`src/rtl/lock_pkg.sv`:
```
`default_nettype none
// ============================================================================
// Package     : lock_pkg
// Description : Shared types and constants for the combination lock
//               controller.
// Revision    : 1.0 - initial release
// ============================================================================
package lock_pkg;

  // Controller states; outputs are decoded directly from these.
  typedef enum logic [2:0] {
    IDLE    = 3'd0,
    CHECK   = 3'd1,
    OPEN    = 3'd2,
    FAIL    = 3'd3,
    LOCKOUT = 3'd4
  } lock_state_t;

  // Factory code: upper BCD digit 8, lower BCD digit 4.
  localparam logic [7:0] DEFAULT_CODE = 8'h84;

  // Largest of three cycle counts, used to size the shared timer.
  function automatic int max3(input int a, input int b, input int c);
    int m;
    m = (a > b) ? a : b;
    return (m > c) ? m : c;
  endfunction

endpackage
`default_nettype wire

```
`src/rtl/key_press_detect.sv`:
```
`default_nettype none
// ============================================================================
// Module      : key_press_detect
// Description : Synchronises a raw active-low key and emits a one-cycle
//               pulse for every falling edge seen after synchronisation.
// Revision    : 1.0 - initial release
// ============================================================================
module key_press_detect (
  input  logic clk,
  input  logic reset_n,
  input  logic key_n,
  output logic press
);

  logic r_sync1;
  logic r_sync2;
  logic r_prev;

  // Two-flop synchroniser plus history flop; reset to "released" so no edge follows reset.
  always_ff @(posedge clk) begin
    if (!reset_n) begin
      r_sync1 <= 1'b1;
      r_sync2 <= 1'b1;
      r_prev  <= 1'b1;
    end else begin
      r_sync1 <= key_n;
      r_sync2 <= r_sync1;
      r_prev  <= r_sync2;
    end
  end

  // High for exactly one cycle when the synchronised key goes from released to pressed.
  assign press = r_prev & ~r_sync2;

endmodule
`default_nettype wire

```
`src/rtl/combo_lock_ctrl.sv`:
```
`default_nettype none
// ============================================================================
// Module      : combo_lock_ctrl
// Description : Two-digit BCD combination lock sequencer with timed
//               unlock/fail indication, miss counting and lockout.
// Revision    : 1.0 - initial release
// ============================================================================
module combo_lock_ctrl
  import lock_pkg::*;
#(
  parameter logic [7:0] CODE        = DEFAULT_CODE,
  parameter int         MAX_TRIES   = 3,
  parameter int         OPEN_CYCLES = 100,
  parameter int         FAIL_CYCLES = 50,
  parameter int         LOCK_CYCLES = 500
) (
  input  logic       clk,
  input  logic       reset_n,
  input  logic       submit_n,
  input  logic [7:0] code_in,
  output logic       unlocked,
  output logic       fail,
  output logic       locked_out,
  output logic [3:0] fail_count
);

  localparam int c_TIMER_W = $clog2(max3(OPEN_CYCLES, FAIL_CYCLES, LOCK_CYCLES) + 1);

  // Reload values: a state is held for its full cycle count including the
  // cycle in which the timer reads zero.
  localparam logic [c_TIMER_W-1:0] c_OPEN_LD = c_TIMER_W'(OPEN_CYCLES - 1);
  localparam logic [c_TIMER_W-1:0] c_FAIL_LD = c_TIMER_W'(FAIL_CYCLES - 1);
  localparam logic [c_TIMER_W-1:0] c_LOCK_LD = c_TIMER_W'(LOCK_CYCLES - 1);
  localparam logic [c_TIMER_W-1:0] c_ONE     = c_TIMER_W'(1);
  localparam logic [3:0]           c_TRIES   = 4'(MAX_TRIES);

  lock_state_t          r_state;
  lock_state_t          w_state_nxt;
  logic [7:0]           r_code;
  logic [7:0]           w_code_nxt;
  logic [c_TIMER_W-1:0] r_timer;
  logic [c_TIMER_W-1:0] w_timer_nxt;
  logic [3:0]           r_fail_count;
  logic [3:0]           w_fail_nxt;
  logic [3:0]           w_fail_inc;
  logic                 w_press;

  key_press_detect u_submit_detect (
    .clk     (clk),
    .reset_n (reset_n),
    .key_n   (submit_n),
    .press   (w_press)
  );

  // Miss count after one more wrong code; cannot overflow because the count
  // never exceeds MAX_TRIES - 1 while a code is being checked.
  assign w_fail_inc = r_fail_count + 4'd1;

  // State, latched code, timer and miss counter registers; reset wins over everything.
  always_ff @(posedge clk) begin
    if (!reset_n) begin
      r_state      <= IDLE;
      r_code       <= 8'h00;
      r_timer      <= '0;
      r_fail_count <= 4'd0;
    end else begin
      r_state      <= w_state_nxt;
      r_code       <= w_code_nxt;
      r_timer      <= w_timer_nxt;
      r_fail_count <= w_fail_nxt;
    end
  end

  // Next-state logic: presses only count in IDLE, timed states count down to IDLE.
  always_comb begin
    w_state_nxt = r_state;
    w_code_nxt  = r_code;
    w_timer_nxt = r_timer;
    w_fail_nxt  = r_fail_count;
    case (r_state)
      IDLE: begin
        if (w_press) begin
          w_code_nxt  = code_in;
          w_state_nxt = CHECK;
        end
      end
      CHECK: begin
        if (r_code == CODE) begin
          w_state_nxt = OPEN;
          w_fail_nxt  = 4'd0;
          w_timer_nxt = c_OPEN_LD;
        end else if (w_fail_inc == c_TRIES) begin
          w_state_nxt = LOCKOUT;
          w_fail_nxt  = c_TRIES;
          w_timer_nxt = c_LOCK_LD;
        end else begin
          w_state_nxt = FAIL;
          w_fail_nxt  = w_fail_inc;
          w_timer_nxt = c_FAIL_LD;
        end
      end
      OPEN, FAIL: begin
        if (r_timer == '0) begin
          w_state_nxt = IDLE;
        end else begin
          w_timer_nxt = r_timer - c_ONE;
        end
      end
      LOCKOUT: begin
        if (r_timer == '0) begin
          w_state_nxt = IDLE;
          w_fail_nxt  = 4'd0;
        end else begin
          w_timer_nxt = r_timer - c_ONE;
        end
      end
      default: begin
        w_state_nxt = IDLE;
      end
    endcase
  end

  // Moore outputs decoded from the registered state.
  always_comb begin
    unlocked   = 1'b0;
    fail       = 1'b0;
    locked_out = 1'b0;
    case (r_state)
      OPEN:    unlocked   = 1'b1;
      FAIL:    fail       = 1'b1;
      LOCKOUT: locked_out = 1'b1;
      default: ;
    endcase
  end

  assign fail_count = r_fail_count;

endmodule
`default_nettype wire

```
`config.mk`:
```
export PLATFORM = sky130hd
export DESIGN_NAME = combo_lock_ctrl
export DESIGN_NICKNAME = d
export VERILOG_FILES = /design/src/rtl/lock_pkg.sv /design/src/rtl/key_press_detect.sv /design/src/rtl/combo_lock_ctrl.sv
export SDC_FILE = /design/constraint.sdc
export NUM_CORES = 1
export LEC_CHECK = 0
export ABC_AREA = 1
export CAP_MARGIN = 20
export CORE_MARGIN = 1.5
export CORE_UTILIZATION = 50
export CTS_CLUSTER_DIAMETER = 150
export CTS_CLUSTER_SIZE = 16
export DETAILED_ROUTE_END_ITERATION = 12
export DONT_BUFFER_PORTS = 1
export GPL_TIMING_DRIVEN = 0
export PLACE_DENSITY_LB_ADDON = 0.05
export SYNTH_ARGS = -nofsm -noshare
export SYNTH_HDL_FRONTEND = slang
export SYNTH_SLANG_ARGS = --single-unit
export TNS_END_PERCENT = 5
```
`constraint.sdc`:
```
create_clock -name clk -period 1.7 [get_ports clk]
set_input_delay 0.255 -clock clk [delete_from_list [all_inputs] [get_ports clk]]
set_output_delay 0.255 -clock clk [all_outputs]
set_load 0.05 [all_outputs]
```
==> results of run 1 <==
-- how the worst max path moves through the flow --
stage                                          start                      end  slack [ns]  cells after the start
after global placement    fail_count[1]$_SDFFE_PN0P_  r_timer[1]$_SDFFE_PN0P_       -0.13                      9
final                        r_state[1]$_SDFFE_PN0P_                     fail        0.03                      4
after floorplan           fail_count[1]$_SDFFE_PN0P_  r_timer[1]$_SDFFE_PN0P_        0.07                      9
after CTS                    r_state[1]$_SDFFE_PN0P_                     fail      -0.002                      4
after detailed placement  fail_count[1]$_SDFFE_PN0P_  r_timer[1]$_SDFFE_PN0P_       -0.16                      9
after global routing         r_state[1]$_SDFFE_PN0P_                 unlocked       -0.08                      4
-- layout by cell type, fill, tap and decap left out, types with 3 or more instances in the layout --
master    instances
nor2_2            3
nor2_1           47
nand2_1          60
o21ai_0          12
dfxtp_1          23
nand2_4           3
inv_1            22
clkbuf_4          3
nand3_1          19
or2_2             3
nand4_1           4
a21oi_1          14
-- through the flow --
| step | instances | area [um^2] | TNS (ns) |
|---|---|---|---|
| after floorplan | 236 | 1510 | 0 |
| after global placement | 267 | 1550 | -0.531 |
| after detailed placement | 267 | 1550 | -0.732 |
| after CTS | 271 | 1590 | -0.00197 |
| after global routing | 271 | 1620 | -0.156 |
| final | 271 | 1620 | 0 |
-- power breakdown --
part,total (mW),switching (mW),internal (mW)
Combinational,1.64,1.06,0.585
Sequential,1.08,0.270,0.807
Clock,0.279,0.191,0.0884
Total,3.00,1.52,1.48
-- kinds of logic after synthesis --
family	share of synthesized area
flip-flops	0.357
AND/OR/NAND/NOR	0.431
adder cells (fa/ha/maj)	0.0248
buffers and inverters	0.0851
XOR/XNOR	0.0116
AO/OA/AOI/OAI	0.0909
-- routing by layer --
metal,vias to the layer above,track usage
li1,754,-
met1,665,0.266
met2,29,0.381
met3,4,0.0469
met4,0,0.0399
met5,-,0
-- area by class of cell --
| class | instances | area share |
|---|---|---|
| well taps | 31 | 0.0240 |
| multi-input cells | 179 | 0.537 |
| flip-flops and latches | 27 | 0.340 |
| plain buffers | 4 | 0.0193 |
| inverters | 26 | 0.0626 |
| clock buffers | 3 | 0.0139 |
| clock inverters | 1 | 0.00309 |
-- flip-flops by register name (all words and copies together) (netlist names) --
register	flops
u_submit_detect.r_sync2	1
r_timer	9
u_submit_detect.r_prev	1
u_submit_detect.r_sync1	1
r_state	3
fail_count	4
r_code	8
-- timing repair --
item,4_1_cts,5_1_grt
resized for setup,5,8
hold endpoints to repair,0,0
setup endpoints to repair,13,16
setup buffers,0,0
==> metrics.yaml, run 1 <==
layout:
  fin_nets: 255
  num-fill-cells: 287
  syn_to_final_growth_pct: 6.94
  antenna_cells: 0
  drive_gt1_frac: 0.121
  ff_latch_area_um2: 551
  utilization: 0.577
  multi_input_area_um2: 870
sta:
  slew_headroom: 0.630
  hold_violations: 0
  fin_hold_ws_ns: 0.0172
  tightestPinTransition_ns: 0.554
  worst_slack_ns: 0.0305
  clock-skew-final_ns: 0.00711
  period_minus_slack_ns: 1.67
  drv_slew: 0
  setup_viol: 0
  period_share: 0.982
  clock.fmax_mhz: 599
  grt_setup_unrepaired: "yes"
die:
  die_area_um2: 3370
  start_util: 0.540
  die_y_um: 58.0
  io-pin-count: 18
  fp-row-count: 19
  die_x_um: 58.0
  coreArea_um2: 2810
worst_setup_path:
  regToRegSetupSlack_ns: 0.12
  r2r_start: "r_state[0]$_SDFFE_PN0P_"
  worst_path_dominant_cell_family: "simple AND/OR/NAND/NOR gates"
  reg2reg_depth: 8
  critical_path_required_ns: 1.44
  worstPathCellList: "inv_1 > nor2_1 > inv_1 > nor2_2"
  crit_top_cell: "inv_1"
  cp-start-kind: "register"
  crit_arrival_ns: 1.41
  critPathBufInv: 2
  end_kind: "primary output"
  cp_slowest_cell: "nor2_2"
  path_class: "register to primary output"
  critPathMaxFanout: 3
  r2r-end: "fail_count[1]$_SDFFE_PN0P_"
  crit_path_max_incr_delay_ns: 0.45
grt:
  overflow: 0
  grt_max_degree: 16
  first_global_vias: 1300
  grtUsageTotal: 0.214
  antenna_found_initial: 0
  grt_pass1_wl_mm: 5.63
drt:
  first_pass_iters: 4
  ant_nets: 0
  vias: 1452
  routed-wl-met2_mm: 1.60
  wl_met3_um: 104
  drcViolationCount: 0
  finalWirelength_mm: 3.22
  wl_per_cell_um: 11.9
  drt-initial-drc-count: 53
  via_per_inst: 5.36
  drt-met1-wl_mm: 1.49
  top_layer_used: "met4"
synthesis:
  synth_warnings: 0
  yosys-top-cells-count: "60 x nand2_1, 49 x nor2_1, 27 x dfxtp_1"
  yosysSeqAreaShare: 0.357
  synth_seq_cells: 27
  synth_top_cell_by_area: "dfxtp_1"
  synth_area_um2: 1510
  synth.avg_cell_area_um2: 6.42
  synth_edf_count: 0
  ys_async_sr_fraction: 0
  synth_most_common_cell: "nand2_1"
  synth_cell_types: 27
  ys.flop_type: "dfxtp_1"
  synth_nets: 250
  yosysTopAreaCellShare: 0.357
  synthCells: 236
  synth_area_leaders: "dfxtp_1 36%, nand2_1 15%, nor2_1 12%, nand3_1 6.6%, inv_1 5.7%"
flow_run:
  maxCapViolations: 0
clock_tree:
  tritoncts: "built"
  root_buffer: "clkbuf_4"
  cts_max_level: 1
  cts_sinks: 27
  hold_buffers: 0
  clk_pin_slew_ns: 0.15
  numCtsBuffers: 3
  insertion_delay_ns: 0.33
  max-clock-path-buffers: 2
place:
  port-buffer-count: 0
  gp_congestion: 0.887
  dp_hpwl_mm: 2.44
  place_ws_ns: -0.158
worst_hold_path:
  hp-start: "submit_n"
  holdPathEnd: "u_submit_detect.r_sync1$_SDFF_PN1_"
  hp-class: "primary input to register"
  holdPathStages: 1
power:
  power_density_nw_per_um2: 1850
  vdd_drop_max_mv: 0.973
  fin_total_pwr_mw: 3.00
  p_leak_nw: 0.754
outcome:
  status: "completed"
Note: power is estimated with default switching activity, not from simulation.
==> run 2, diff against run 1 <==
Clock period 1.7 ns to 1.66 ns, I/O delays scaled along.
==> run 2 against run 1 <==
Net effect:
- the flow now finishes with violations (negative setup slack)
- register-to-register slack about the same
- first-iteration DRC count is 11% lower
- sequential power hardly changed
- sequential share of layout area down 0.44 points
==> metrics.yaml, run 2 (synthesized netlist as in run 1, its figures left out) <==
flow_run:
  maxCapViolations: 0  # unchanged
drt:
  top_layer_used: "met4"  # unchanged
  drcViolationCount: 0  # unchanged
  finalWirelength_mm: 3.29  # was 3.22 mm
  vias: 1433  # was 1452
  drt-met1-wl_mm: 1.55  # was 1.49 mm
  routed-wl-met2_mm: 1.63  # was 1.60 mm
  wl_per_cell_um: 12.1  # was 11.9 um
  drt-initial-drc-count: 47  # was 53
  via_per_inst: 5.27  # was 5.36
  first_pass_iters: 4  # unchanged
  wl_met3_um: 82  # was 104 um
  ant_nets: 0  # unchanged
worst_setup_path:
  reg2reg_depth: 8  # unchanged
  regToRegSetupSlack_ns: 0.13  # was 0.12 ns
  r2r-end: "r_state[1]$_SDFFE_PN0P_"  # was fail_count[1]$_SDFFE_PN0P_
  critPathMaxFanout: 3  # unchanged
  cp-startpoint: "r_state[1]$_SDFFE_PN0P_"  # unchanged
  worstPathCellList: "inv_1 > nor2_1 > inv_1 > nor2_2"  # unchanged
  crit_arrival_ns: 1.41  # about the same
  end_kind: "primary output"  # unchanged
  crit_end: "fail"  # unchanged
  crit_top_cell: "inv_1"  # unchanged
  critical_path_required_ns: 1.41  # was 1.44 ns
  cp_slowest_cell: "nor2_2"  # unchanged
  crit_path_max_incr_delay_ns: 0.45  # about the same
  cp-start-kind: "register"  # unchanged
  r2r_start: "fail_count[1]$_SDFFE_PN0P_"  # was r_state[0]$_SDFFE_PN0P_
  path_class: "register to primary output"  # unchanged
sta:
  hold_violations: 0  # unchanged
  period_share: 1.00
  period_minus_slack_ns: 1.66
  slew_headroom: 0.630  # about the same
  grt_setup_unrepaired: "yes"  # unchanged
  drv_slew: 0  # unchanged
  clock-skew-final_ns: 0.00813  # was 0.00711 ns
  setup_tns_ns: -0.00310  # was 0 ns
  tightestPinTransition_ns: 0.554  # about the same
  clock.fmax_mhz: 601
  worst_slack_ns: -0.00310  # was 0.0305 ns
  setup_viol: 1  # was 0
  fin_hold_ws_ns: 0.0481  # was 0.0172 ns
clock_tree:
  post_cts_buffers: 0  # unchanged
  max-clock-path-buffers: 2  # unchanged
  insertion_delay_ns: 0.33  # about the same
  tritoncts: "built"  # unchanged
  cts_max_level: 1  # unchanged
  clk_pin_slew_ns: 0.14  # was 0.15 ns
  numCtsBuffers: 3  # unchanged
  root_buffer: "clkbuf_4"  # unchanged
  cts_sinks: 27  # unchanged
die:
  die_x_um: 58.0  # unchanged
  die_area_um2: 3370  # unchanged
  die_y_um: 58.0  # unchanged
  start_util: 0.540  # unchanged
  io-pin-count: 18  # unchanged
  fp-row-count: 19  # unchanged
  coreArea_um2: 2810  # unchanged
grt:
  first_global_vias: 1310  # was 1300
  grt_pass1_wl_mm: 5.69  # was 5.63 mm
  grt_max_degree: 16  # unchanged
  overflow: 0  # unchanged
  antenna_found_initial: 0  # unchanged
  grtUsageTotal: 0.216  # was 0.214
worst_hold_path:
  hp-class: "primary input to register"  # unchanged
  holdPathStages: 2  # was 1
  hp-start: "code_in[1]"  # was submit_n
place:
  place_ws_ns: -0.198  # was -0.158 ns
  port-buffer-count: 0  # unchanged
  gp_congestion: 0.887  # unchanged
  dp_hpwl_mm: 2.44  # unchanged
layout:
  final_cell_mix: "60 x nand2_1, 47 x nor2_1, 22 x inv_1, 22 x dfxtp_1, 19 x nand3_1"  # was 60 x nand2_1, 47 x nor2_1, 23 x dfxtp_1, 22 x inv_1, 19 x nand3_1
  final_common_cell: "nand2_1"  # unchanged
  num-fill-cells: 282  # was 287
  fin_nets: 256  # was 255
  largest_reg_flops: 9  # unchanged
  syn_to_final_growth_pct: 8.60  # was 6.94%
  antenna_cells: 0  # unchanged
  utilization: 0.586  # was 0.577
  drive_gt1_frac: 0.129  # was 0.121
  multi_input_area_um2: 883  # was 870 um^2
  top_register: "r_timer"  # unchanged
  ff_latch_area_um2: 552  # was 551 um^2
power:
  p_leak_nw: 0.761  # was 0.754 nW
  vdd_drop_max_mv: 0.980  # was 0.973 mV
  power_density_nw_per_um2: 1900  # was 1850 nW/um^2
outcome:
  failed_checks: "negative setup slack"
  status: "finished, violations left"  # was completed
## run 2: cell count changes in the layout (fill, tap and decap cells not counted)
cell / delta
a21oi_1: -1
ha_2: -1
ha_4: +1
dfxtp_2: +1
dfxtp_1: -1
dlygate4sd3_1: +1
a21oi_2: +1
## run 2: timing repair
item	in CTS	in global routing
hold buffers	0	1
gates resized for setup	7	9
hold endpoints to repair	0	1
endpoints found under the setup margin	13	17
pin swaps	0	1
## run 2: per-stage QoR
step	cells	area [um^2]	power, mW
after CTS	271	1600	3.04
after floorplan	236	1510	2.42
after global routing	272	1640	3.43
after global placement	267	1550	2.67
final	272	1640	3.12
after detailed placement	267	1550	2.72
## run 2: power by group
group	internal, mW	leakage, nW	switching, mW
Combinational	0.626	0.519	1.10
Sequential	0.829	0.224	0.277
Clock	0.0905	0.0177	0.196
## run 2: worst min-delay path by stage
stage,endpoint,slack [ns]
3_5_place_dp,u_submit_detect.r_sync1$_SDFF_PN1_,0.36
6_report,r_code[1]$_SDFFE_PN0P_,0.05
4_1_cts,u_submit_detect.r_sync1$_SDFF_PN1_,0.003
3_3_place_gp,u_submit_detect.r_sync1$_SDFF_PN1_,0.36
5_1_grt,r_code[0]$_SDFFE_PN0P_,0.03
2_1_floorplan,u_submit_detect.r_sync1$_SDFF_PN1_,0.36
## run 2: layer usage
| layer | vias up | global-route usage |
|---|---|---|
| met2 | 17 | 0.386 |
| li1 | 758 | - |
| met5 | - | 0 |
| met3 | 4 | 0.0469 |
| met1 | 654 | 0.267 |
| met4 | 0 | 0.0399 |
## run 2: area by class of cell
class	count	area share
Buffer	4	0.0190
Clock buffer	3	0.0137
Clock inverter	1	0.00304
Inverter	26	0.0616
Multi-Input combinational cell	179	0.537
Sequential cell	27	0.336
Tap cell	31	0.0236
Timing Repair Buffer	1	0.00609
## run 2: critical path, delay by kind of cell, from the launching register on
kind	cells	cell delay (ns)
AND/OR/NAND/NOR	2	0.53
flip-flops	1	0.39
buffers and inverters	2	0.17
